==> src/rtl/stump_sequencer.sv <==
// Stump fetch/execute/memory phase sequencer with memory wait states, timeout bus error and single-step halt.
// Define STUMP_SEQ_PERF_EN to build the cycle/instruction performance counters.
module stump_sequencer #(
  parameter int unsigned MAX_WAIT  = 15,
  parameter int unsigned CNT_WIDTH = 32
) (
  input  logic                 clk,
  input  logic                 rst,
  input  logic                 mem_ready,
  input  logic                 need_mem,
  input  logic                 is_store,
  input  logic                 step_mode,
  input  logic                 step_req,
  output logic                 fetch,
  output logic                 execute,
  output logic                 memory,
  output logic                 halted,
  output logic                 mem_ren,
  output logic                 mem_wen,
  output logic                 ir_load,
  output logic                 pc_inc,
  output logic                 exec_en,
  output logic                 instr_done,
  output logic                 bus_error,
  output logic [CNT_WIDTH-1:0] cycle_count,
  output logic [CNT_WIDTH-1:0] instr_count
);

  localparam int unsigned WAIT_W = (MAX_WAIT > 0) ? $clog2(MAX_WAIT + 1) : 1;

  typedef enum logic [1:0] {
    S_FETCH   = 2'd0,
    S_EXECUTE = 2'd1,
    S_MEMORY  = 2'd2,
    S_HALT    = 2'd3
  } state_e;

  state_e              state_q, state_d;
  logic [WAIT_W-1:0]   wait_q, wait_d;
  logic                bus_error_q, bus_error_d;
  logic                timeout;

  // A stalled access times out only once the counter has already spent MAX_WAIT wait cycles.
  assign timeout = (MAX_WAIT != 0) && !mem_ready && (wait_q == WAIT_W'(MAX_WAIT));

  always_comb begin
    state_d     = state_q;
    bus_error_d = bus_error_q;
    fetch       = 1'b0;
    execute     = 1'b0;
    memory      = 1'b0;
    halted      = 1'b0;
    mem_ren     = 1'b0;
    mem_wen     = 1'b0;
    ir_load     = 1'b0;
    pc_inc      = 1'b0;
    exec_en     = 1'b0;
    instr_done  = 1'b0;
    case (state_q)
      S_FETCH: begin
        fetch   = 1'b1;
        mem_ren = 1'b1;
        if (mem_ready) begin
          ir_load = 1'b1;
          pc_inc  = 1'b1;
          state_d = S_EXECUTE;
        end else if (timeout) begin
          bus_error_d = 1'b1;
          state_d     = S_HALT;
        end
      end
      S_EXECUTE: begin
        execute = 1'b1;
        exec_en = 1'b1;
        if (need_mem) begin
          state_d = S_MEMORY;
        end else begin
          instr_done = 1'b1;
          state_d    = step_mode ? S_HALT : S_FETCH;
        end
      end
      S_MEMORY: begin
        memory  = 1'b1;
        mem_wen = is_store;
        mem_ren = !is_store;
        if (mem_ready) begin
          instr_done = 1'b1;
          state_d    = step_mode ? S_HALT : S_FETCH;
        end else if (timeout) begin
          bus_error_d = 1'b1;
          state_d     = S_HALT;
        end
      end
      S_HALT: begin
        halted = 1'b1;
        if (!bus_error_q && (step_req || !step_mode)) begin
          state_d = S_FETCH;
        end
      end
      default: state_d = S_FETCH;
    endcase
  end

  always_comb begin
    wait_d = wait_q;
    if (state_d != state_q) begin
      wait_d = '0;
    end else if (state_q == S_FETCH || state_q == S_MEMORY) begin
      wait_d = wait_q + 1'b1;
    end
  end

  always_ff @(posedge clk) begin
    if (rst) begin
      state_q     <= S_FETCH;
      wait_q      <= '0;
      bus_error_q <= 1'b0;
    end else begin
      state_q     <= state_d;
      wait_q      <= wait_d;
      bus_error_q <= bus_error_d;
    end
  end

  assign bus_error = bus_error_q;

`ifdef STUMP_SEQ_PERF_EN
  logic [CNT_WIDTH-1:0] cycle_q, cycle_d;
  logic [CNT_WIDTH-1:0] instr_q, instr_d;

  always_comb begin
    cycle_d = cycle_q;
    instr_d = instr_q;
    if (state_q != S_HALT) begin
      cycle_d = cycle_q + 1'b1;
    end
    if (instr_done) begin
      instr_d = instr_q + 1'b1;
    end
  end

  always_ff @(posedge clk) begin
    if (rst) begin
      cycle_q <= '0;
      instr_q <= '0;
    end else begin
      cycle_q <= cycle_d;
      instr_q <= instr_d;
    end
  end

  assign cycle_count = cycle_q;
  assign instr_count = instr_q;
`else
  assign cycle_count = '0;
  assign instr_count = '0;
`endif

endmodule

==> config.mk <==
export PLATFORM = sky130hd
export DESIGN_NAME = stump_sequencer
export DESIGN_NICKNAME = d
export VERILOG_FILES = /design/src/rtl/stump_sequencer.sv
export SDC_FILE = /design/constraint.sdc
export NUM_CORES = 1
export LEC_CHECK = 0
export CAP_MARGIN = 10
export CORE_MARGIN = 8
export CORE_UTILIZATION = 51
export DETAILED_ROUTE_END_ITERATION = 16
export DONT_BUFFER_PORTS = 1
export GPL_ROUTABILITY_DRIVEN = 0
export HOLD_SLACK_MARGIN = 0.05
export PLACE_DENSITY = 0.66
export SYNTH_ARGS = -nofsm -noshare
export SYNTH_HDL_FRONTEND = slang
export SYNTH_SLANG_ARGS = --single-unit
==> constraint.sdc <==
create_clock -name clk -period 2.42 [get_ports clk]
set_input_delay 0.242 -clock clk [delete_from_list [all_inputs] [get_ports clk]]
set_output_delay 0.242 -clock clk [all_outputs]
set_load 0.005 [all_outputs]
# Word level (Yosys, flattened, before mapping)
# Cells that the tools add are included.
# op_classes
add_sub_neg	1
eq_ne	5
n_mux	17
n_bitwise	1
n_reduce_logical	12
# ops
operator	n
$mux 2	6
$mux 1	8
$pmux 2 s4	1
$add 4x1->4 const B	1
$eq 2x2->1 const B	2
$eq 4x4->1 const B	1
$logic_not 1->1	4
$pmux 1 s2	2
$reduce_or 2->1	2
$reduce_and 3->1	1
$eq 2x1->1 const B	1
$logic_and 1x1->1	2
$logic_not 2->1	1
$logic_or 1x1->1	2
$ne 2x2->1	1
$not 1->1	1
# word_totals
register_bits	7
input_bits	7
out_inout_bits	75

# Longest topological paths before layout
# depth
ltp_word	7
depth_mapped	8

# Least setup slack after synthesis
# No wires, ideal clock.
# synth_path
path_type	register to register
startpoint	register state_q[1]
endpoint	register wait_q[1]
arrival_time_ns	1.704
slack_ns	0.646
stages_incl_launch_ff	9
path_cell_list	dfxtp_1 -> inv_1 -> ha_1 -> buf_6 -> and2_4 -> a21o_1 -> a41o_1 -> a221oi_2 -> a21boi_1
# synth_between
elab_chain_len	5
# synth_rtl
item	line_no	source
start, declared	38	state_e state_q, state_d;
start signal, assigned	119	state_q <= state_d;
$mux 2	67, 89	
$mux 2, on equally long branches	86, 63	
$pmux 2 s4	59	case (state_q)
$ne 2x2->1	106	if (state_d != state_q) begin
$reduce_or 2->1 (no source line)	n/a	
end signal, assigned	120	wait_q <= wait_d;
end, declared	39	logic [WAIT_W-1:0] wait_q, wait_d;
# Several ways; a longest one is shown, not always the timed one.
# A chain may end at the register's enable or synchronous reset.

# Worst setup path in the final report
# Same ends and word-level chain as after synthesis.

==> impl_summary.txt <==
----------------------------------------------------
[Placed design]
  Number of input and output port buffers inserted ... 0
  DP Worst Slack ... 0.3069 ns
  Sum of net half-perimeters after detailed placement ... 1588 um
  Cells after DPL ... 154

[Clock network]
  Clock tree root buffer cell ... sky130_fd_sc_hd__clkbuf_4
  Number of setup buffers added after CTS ... 0
  Source-to-sink clock delay at the later pin of the worst-skew pair ... 0.25 ns
  Clock Sinks ... 7
  Maximum clock insertion buffer count ... 2
  Inserted Clock Buffers ... 3
  CTS clock-pin slew for the worst setup and hold paths ... 0.05 ns
  CTS H-tree depth ... 1
  Clock tree from TritonCTS ... done

[Route]
  Per-cell via count in the routed design ... 3.943
  DRC violations left ... 0
  First-pass iteration count of the detailed router ... 4
  Routed wirelength normalized by instance count ... 11.89 um
  WL final ... 1890 um
  Antenna viol nets, final ... 0
  Total vias in the final route ... 627
  Detailed router's first-iteration violation count ... 13

[Power]
  Sequential Power Share ... 0.317
  Pwr/cell area ... 593.9 nW/um^2
  Share of power burned in the clock network ... 0.226
  Highest ir drop seen on vdd ... 0.2410 mV
  Sw Pwr ... 206.3 uW
  Net Sw Frac ... 0.4232
  Share of power burned in combinational logic ... 0.457
  Leakage power summed over all cells ... 0.0004272 uW
  Int Power ... 281.2 uW
  Total power ... 487.5 uW

[Setup path]
  Worst r2r dst ... wait_q[1]
  Crit Path Max Fanout ... 11
  Critical path launch point type ... flop
  R2R depth ... 7
  Arrival @ worst endpoint ... 2.28 ns
  Launch point of the worst reg-to-reg path ... state_q[1]
  Reg2reg setup slack ... 0.32 ns
  Worst endpoint required time ... 2.60 ns
  Crit Path Class ... flop to flop
  Nature of the critical path endpoint ... flop

[Floorplanning]
  Die width ... 60.74 um
  Floorplan die area ... 3689 um^2
  DIE HEIGHT ... 60.74 um
  Floorplan core area ... 1922 um^2
  Initial standard-cell utilization of the core ... 0.5312
  Placement Rows ... 16
  Top Ports ... 82

[Hold path]
  Worst Min Path Start ... mem_ready
  Hold path cells ... 2
  Type of the most critical hold path ... primary input to flop
  Hold endpoint ... state_q[1]

[Timing]
  Setup skew after layout ... 0.003450 ns
  Number of failing hold endpoints at the final stage ... 0
  Final number of max-transition violations ... 0
  Smallest setup slack after layout ... 0.3187 ns
  Highest Clock Rate ... 0.4759 GHz
  Minimum clock period ... 2.101 ns
  Setup TNS Final ... 0 ns
  Smallest hold slack ... 0.1772 ns
  Share of the clock period used by the worst path ... 0.8683
  RSZ-0062 raised after global routing ... false
  Setup-failing EPs final ... 0

[Status]
  Result of the run ... completed

[Cells and area]
  Most common cell after layout, fill and taps aside ... sky130_fd_sc_hd__conb_1
  Count of inserted antenna diode cells ... 0
  Cell Count, Final, Fillers Out ... 159
  Area growth from synthesis to layout ... -19.61%
  Most frequent cells in the layout ... 64 x sky130_fd_sc_hd__conb_1, 7 x sky130_fd_sc_hd__dfxtp_1, 6 x sky130_fd_sc_hd__o21ai_0, 5 x sky130_fd_sc_hd__nor2_1, 5 x sky130_fd_sc_hd__ha_1
  Layout cells sized above 1 ... 0.05303
  Final net count ... 145

[Global routing]
  Total grt overflow ... 0
  Antenna violations before repair ... 0
  Maximum number of pins on one net before global-route repair ... 12
  First-pass GRT wire length ... 2525 um
  Global-route usage over all layers ... 0.08729
  Via count of the first global-routing pass ... 587

[Synth]
  Post-synthesis instance area ... 1021 um^2
  Number of warnings issued by yosys ... 0
  Syn Inst Count ... 131
  Yosys cell types ... 30
  Register bit count reported by yosys ... 7
  Mean instance size in the synthesized netlist ... 7.794 um^2
  Sequential element share of the synthesized area ... 0.1373

[Run]
  MaxCap Viol Count ... 0

----------------------------------------------------
per-layer routing:
| metal | global-route usage | vias to the layer above | routed length [um] |
|---|---|---|---|
| met2 | 0.1478 | 48 | 898 |
| met5 | 0 | - | 0 |
| met1 | 0.09319 | 278 | 712 |
| li1 | - | 301 | - |
| met3 | 0.04025 | 0 | 278 |
| met4 | 0.02990 | 0 | 0 |
state kept, by name, indices dropped and copies added, names as in the netlist:
signal and flops:
wait_q 4, state_q 2, bus_error 1
cell usage after synthesis (all sizes together):
cell type / instances / area [um^2]
and2: 4 / 27.53
conb: 1 / 3.750
inv: 3 / 11.26
nor3: 1 / 5.000
a21boi: 2 / 15.01
nand3b: 1 / 7.510
o211ai: 1 / 7.510
nor2b: 3 / 18.77
ha: 5 / 62.56
xnor2: 2 / 17.52
buf: 67 / 506.7
a21o: 2 / 15.01
a31oi: 2 / 12.51
nand2b: 1 / 6.260
o21a: 2 / 16.27
a21oi: 3 / 18.77
a211oi: 1 / 7.510
a41o: 1 / 10.01
a221oi: 1 / 15.01
nor2: 5 / 18.77
nand3: 2 / 10.01
nand2: 3 / 11.26
o21ai: 10 / 50.05
dfxtp: 7 / 140.1
or3: 1 / 6.260
repair_timing:
action,CTS,global route
gates resized for setup,0,0
hold buffers,1,0
endpoints found under the hold margin,3,0
cell families after synthesis:
family	Yosys count	share of synthesized area
AOI/OAI and AO/OA	25	0.1642
xor gates and xnor gates	2	0.01716
adders and majority gates	5	0.06127
buffers and inverters	70	0.5074
DFF	7	0.1373
other	1	0.003673
and+or+nand+nor	21	0.1091
power groups by stage:
stage,Clock [uW],Sequential (uW),Combinational [uW]
5_1_grt,126,157,253
2_1_floorplan,0,151,280
6_report,110,155,223
3_5_place_dp,0,157,216
3_3_place_gp,0,155,213
4_1_cts,116,154,220
cell type report:
cell class / count / area [um^2]
flip-flops and latches: 7 / 140.1
well taps: 27 / 33.78
inverters: 3 / 11.26
clock buffers: 4 / 26.28
fillers: 205 / 1101
repair buffers: 1 / 10.01
multi-input cells: 117 / 599.3
worst max-delay path by stage:
| stage | endpoint | from | slack, ns |
|---|---|---|---|
| 2_1_floorplan | wait_q[1] | state_q[1] | 0.65 |
| 3_3_place_gp | wait_q[1] | state_q[1] | 0.38 |
| 3_5_place_dp | wait_q[1] | state_q[1] | 0.31 |
| 4_1_cts | wait_q[1] | state_q[1] | 0.29 |
| 5_1_grt | wait_q[1] | state_q[1] | 0.12 |
| 6_report | wait_q[1] | state_q[1] | 0.32 |
critical path, stage by stage, from the launching register on:
cell                       delay [ns]
sky130_fd_sc_hd__dfxtp_1         0.47
sky130_fd_sc_hd__inv_1           0.12
sky130_fd_sc_hd__ha_1            0.34
sky130_fd_sc_hd__and2_4          0.22
sky130_fd_sc_hd__a21o_1          0.17
sky130_fd_sc_hd__a41o_1          0.22
sky130_fd_sc_hd__a221oi_2        0.27
sky130_fd_sc_hd__a21boi_1        0.22
through the flow:
step / cell area, um^2 / utilization
4_1_cts: 820.8 / 0.4271
5_1_grt: 820.8 / 0.4271
6_report: 820.8 / 0.4271
2_1_floorplan: 1257 / -
3_5_place_dp: 784.5 / 0.4082
3_3_place_gp: 784.5 / 0.4082
No activity file was read; power rests on OpenSTA's default activity.
